$ cat src/rtl/ula_pkg.sv
// Shared ULA video timing constants and the contention FSM state type.
package ula_pkg;

  localparam logic [8:0] H_TOTAL = 9'd448;
  localparam logic [8:0] V_TOTAL = 9'd312;
  localparam logic [8:0] DISP_H  = 9'd256;
  localparam logic [8:0] DISP_V  = 9'd192;
  localparam logic [8:0] INT_LEN = 9'd64;

  // Address page 0x4000-0x7FFF shares its RAM with the video fetch.
  localparam logic [1:0] CONT_PAGE = 2'b01;

  typedef enum logic {RUN, STALL} cont_state_t;

endpackage

$ cat src/rtl/ula_video_counter.sv
// Horizontal/vertical beam counters, display window look-ahead and frame interrupt.
module ula_video_counter
  import ula_pkg::*;
(
  input  logic       clk_ula,
  input  logic       reset,
  output logic [8:0] hc,
  output logic [8:0] vc,
  output logic [8:0] hc_nxt,
  output logic       window_nxt,
  output logic       int_n
);

  logic [8:0] vc_nxt;

  // Next beam position; the contention FSM decides on it so its registered
  // outputs line up with the counter values they describe.
  always_comb begin
    hc_nxt = hc + 9'd1;
    vc_nxt = vc;
    if (hc == H_TOTAL - 9'd1) begin
      hc_nxt = 9'd0;
      vc_nxt = (vc == V_TOTAL - 9'd1) ? 9'd0 : vc + 9'd1;
    end
    window_nxt = (vc_nxt < DISP_V) && (hc_nxt < DISP_H);
  end

  always_ff @(posedge clk_ula or posedge reset) begin
    if (reset) begin
      hc    <= 9'd0;
      vc    <= 9'd0;
      int_n <= 1'b1;
    end else begin
      hc    <= hc_nxt;
      vc    <= vc_nxt;
      int_n <= !((vc_nxt == 9'd0) && (hc_nxt < INT_LEN));
    end
  end

endmodule

$ cat src/rtl/ula_contention.sv
// ULA memory contention: stalls the CPU clock enable while the video fetch owns RAM.
// Define ULA_IO_CONTENTION_EN to also stall on even-port I/O cycles in the window.
module ula_contention
  import ula_pkg::*;
(
  input  logic        clk_ula,
  input  logic        reset,
  input  logic        cpu_turbo,
  input  logic [15:0] cpu_addr,
  input  logic        cpu_mreq_n,
  input  logic        cpu_iorq_n,
  output logic        cpu_ce,
  output logic [8:0]  hc,
  output logic [8:0]  vc,
  output logic        contended,
  output logic        int_n
);

  logic [8:0]  hc_nxt;
  logic        window_nxt;
  logic [2:0]  slot_nxt;
  logic        req_contended;
  logic        unused_bits;
  cont_state_t state;

  ula_video_counter u_counter (
    .clk_ula    (clk_ula),
    .reset      (reset),
    .hc         (hc),
    .vc         (vc),
    .hc_nxt     (hc_nxt),
    .window_nxt (window_nxt),
    .int_n      (int_n)
  );

  assign slot_nxt    = hc_nxt[3:1];
  assign unused_bits = ^{cpu_addr[13:0], cpu_iorq_n, hc_nxt[8:4]};

  always_comb begin
    req_contended = window_nxt && !cpu_mreq_n && (cpu_addr[15:14] == CONT_PAGE);
`ifdef ULA_IO_CONTENTION_EN
    req_contended = req_contended || (window_nxt && !cpu_iorq_n && !cpu_addr[0]);
`endif
  end

  // The request is only looked at on stall entry; the stall then runs to slot 6
  // regardless of what the bus does, unless turbo or the window end cuts it short.
  always_ff @(posedge clk_ula or posedge reset) begin
    if (reset) begin
      state     <= RUN;
      cpu_ce    <= 1'b0;
      contended <= 1'b0;
    end else if (cpu_turbo) begin
      state     <= RUN;
      cpu_ce    <= 1'b1;
      contended <= 1'b0;
    end else begin
      case (state)
        RUN: begin
          if (req_contended && hc_nxt[0] && (slot_nxt <= 3'd5)) begin
            state     <= STALL;
            cpu_ce    <= 1'b0;
            contended <= 1'b1;
          end else begin
            cpu_ce    <= hc_nxt[0];
            contended <= 1'b0;
          end
        end
        STALL: begin
          if (!window_nxt) begin
            state     <= RUN;
            cpu_ce    <= hc_nxt[0];
            contended <= 1'b0;
          end else if (hc_nxt[0] && (slot_nxt == 3'd6)) begin
            state     <= RUN;
            cpu_ce    <= 1'b1;
            contended <= 1'b0;
          end else begin
            cpu_ce    <= 1'b0;
            contended <= 1'b1;
          end
        end
        default: begin
          state     <= RUN;
          cpu_ce    <= 1'b0;
          contended <= 1'b0;
        end
      endcase
    end
  end

endmodule

$ cat config.mk
export PLATFORM = sky130hd
export DESIGN_NAME = ula_contention
export DESIGN_NICKNAME = d
export VERILOG_FILES = /design/src/rtl/ula_pkg.sv /design/src/rtl/ula_video_counter.sv /design/src/rtl/ula_contention.sv
export SDC_FILE = /design/constraint.sdc
export NUM_CORES = 1
export LEC_CHECK = 0
export BUFFER_PORTS_ARGS = -buffer_cell sky130_fd_sc_hd__buf_2
export CAP_MARGIN = 5
export CORE_ASPECT_RATIO = 2
export CORE_UTILIZATION = 37
export DETAILED_ROUTE_END_ITERATION = 16
export SETUP_SLACK_MARGIN = 0.5
export SLEW_MARGIN = 5
export SYNTH_ARGS = -nofsm -noshare
export SYNTH_HDL_FRONTEND = slang
export SYNTH_SLANG_ARGS = --single-unit
$ cat constraint.sdc
create_clock -name clk_ula -period 3.2 [get_ports clk_ula]
set_clock_uncertainty 0.1 [all_clocks]
set_input_delay 0.32 -clock clk_ula [delete_from_list [all_inputs] [get_ports clk_ula]]
set_output_delay 0.32 -clock clk_ula [all_outputs]
set_load 0.05 [all_outputs]
==> out/results.tsv <==
metric	value	unit
status	finished clean	
Core ar.	0.00316	mm2
I/O Pins	42	
initial antenna violation count	0	
post-synth top area cell	dfrtp_1	
Net Count, Synth	145	
first-pass GRT wire length	4660	um
Top Layer Used	met4	
Final Hold Viols	0	
global route overflow	0	
met3 wire len	69	um
Netlist cell types	43	
drt first pass iters	4	
top-area cell type share of the netlist area	40.8	%
placed instance count	176	
top cells by area, synth	dfrtp_1 41%, nand3_1 4.9%, nand2_1 4.6%	
commonest cells after routing, fill and taps aside	26 x buf_2, 20 x dfrtp_1, 15 x nand2_1	
maximum fanout along the worst path	9	
Max Slew Vio Count	0	
insertion delay to the later sink of the worst-skew pair	270	ps
Vias per Instance	5.76	
Crit. Startpoint	u_counter.hc[0]	
setup slack, reg-to-reg	830	ps
total routed wirelength	2840	um
FMAX	422	MHz
Syn Inst Count	122	
Die ar.	0.00356	mm2
post-route non-filler standard cell count	180	
TritonCTS clock tree	done	
M1 wire length	1100	um
asr flop ratio synth	100	%
leading cell type in the layout, fill and taps excluded	buf_2	
CTS HTree Levels	1	
CP Launch Type	flip-flop	
Worst EP required	3270	ps
clock-pin transition on the worst setup and hold timing paths	90	ps
Synth warnings	0	
worst r2r path cells	7	
Worst Max-Slew Pin Slew	848	ps
Final #Nets	173	
layout cells sized above 1	30.9	%
WS Path Type	reg2reg	
Post-synth EDFFs	0	
largest net degree at the start of global routing	22	
Port Buffers	26	
die height	83.4	um
Max Cap Viol	0	
Worst VDD drop	0.207	mV
Initial DRC Count	24	
Via Count	1036	
Post-Syn Area	0.00123	mm2
Final Critical Period	2370	ps
ys flop type	dfrtp_1	
remaining antenna violation count	0	
TritonCTS buffer count	3	
vias in the first global route	986	
Area growth syn-to-layout	16.0	%
setup_tns	0	ps
aggregate global-route resource usage	17.0	%
PD cells	327	mW/mm2
Relative slew margins	43.4	%
Tcrit/Tclk final	74.0	%
crit path to	u_counter.int_n	
crit path capture type	flip-flop	
class of the worst hold path	in2async	
leak pwr	0.740	nW
drc violations	0	
number of synthesized register bits	21	
Crit Reg-Reg Startpoint	u_counter.hc[0]	
post-synthesis average cell area	10.1	um2
setup violators final	0	
postcts setup bufs	0	
sequential area share after synthesis	43.0	%
die width	42.7	um
RSZ-0062 raised after global routing	false	
Placed Area	0.00137	mm2
clk buf depth	2	
Site Rows	29	
antenna cells	0	
metal2 WL	1600	um
Sink Count	21	
Fill cells	297	
post-route cell area	0.00142	mm2
DP HPWL	2110	um
WL/cell	15.8	um
root buffer cell	clkbuf_8	
Initial Util	38.8	%
r2r endpoint	u_counter.int_n	
global placement routability congestion	0.811	
crit path DAT	2440	ps
==> where the power goes <==
part | internal, mW | leakage, nW | switching [mW]
Sequential | 0.266 | 0.270 | 0.000350
Clock | 0.0871 | 0.0255 | 0.0982
Combinational | 0.00386 | 0.444 | 0.00956
Total | 0.357 | 0.740 | 0.108
==> metal layers <==
metal | GRT usage (%) | up-vias
li1 | - | 503
met4 | 6.82 | 0
met5 | 0 | -
met2 | 30.0 | 19
met1 | 20.0 | 507
met3 | 1.96 | 7
==> through the flow <==
step | hold slack [ps] | utilization [%] | setup WS [ps] | power, mW
2_1_floorplan | 196 | - | 860 | 0.280
3_3_place_gp | 399 | 43.4 | 655 | 0.285
3_5_place_dp | 410 | 43.4 | 650 | 0.285
4_1_cts | 124 | 44.9 | 615 | 0.469
5_1_grt | 123 | 45.1 | 654 | 0.478
6_report | 106 | 45.1 | 832 | 0.465
==> critical path: stages, from the launching register on <==
cell and delay [ps]:
dfrtp_1 460, ha_1 430, nand4b_4 190, nor2_4 250
nand2_1 100, xnor2_1 140, a2111oi_0 440, nand3_1 160
==> how the worst min path moves through the flow <==
stage	from	endpoint	cells past startpoint
floorplan	reset	cpu_ce	1
global placement	cpu_turbo	state	2
detailed placement	cpu_turbo	state	2
CTS	cpu_turbo	state	2
global route	cpu_turbo	state	2
finish	reset	u_counter.vc[5]	2
==> synth_stat cells, types with 2 or more instances <==
cell type	number
o21ai_0	10
and2_1	2
nor3_1	6
dfrtp_1	20
nand4_1	2
mux2i_1	2
a21oi_1	6
o21ai_1	2
xnor2_1	4
nand3_1	12
ha_1	2
nor2_2	2
o31ai_1	2
nand2_1	15
inv_1	3
a21o_1	3
nor2_1	3
==> cells by family after synthesis <==
kind of cell | Yosys count | share of synthesized area [%]
AO/OA/AOI/OAI | 27 | 14.0
flip-flops | 21 | 43.0
multiplexers | 3 | 2.55
adder cells (fa/ha/maj) | 2 | 2.04
XOR/XNOR | 7 | 6.23
buffers and inverters | 6 | 2.86
AND/OR/NAND/NOR | 56 | 29.4
==> sequential cells by signal, indices dropped and copies added, names as in the netlist <==
register         cells
state                1
u_counter.vc         9
u_counter.hc         9
u_counter.int_n      1
cpu_ce               1
==> layout make-up <==
cell class | instances | area (um2) | area share, %
Multi-Input combinational cell | 95 | 669 | 47.1
Sequential cell | 21 | 527 | 37.0
Timing Repair Buffer | 26 | 130 | 9.15
Clock buffer | 3 | 41.3 | 2.90
Tap cell | 31 | 38.8 | 2.73
Inverter | 3 | 11.3 | 0.792
Clock inverter | 1 | 5.00 | 0.352
==> repair_timing <==
| action | CTS | global route |
|---|---|---|
| setup endpoints to repair | 0 | 1 |
| hold buffers | 0 | 0 |
| resized for setup | 0 | 1 |
Note: power is estimated with default switching activity, not from simulation.
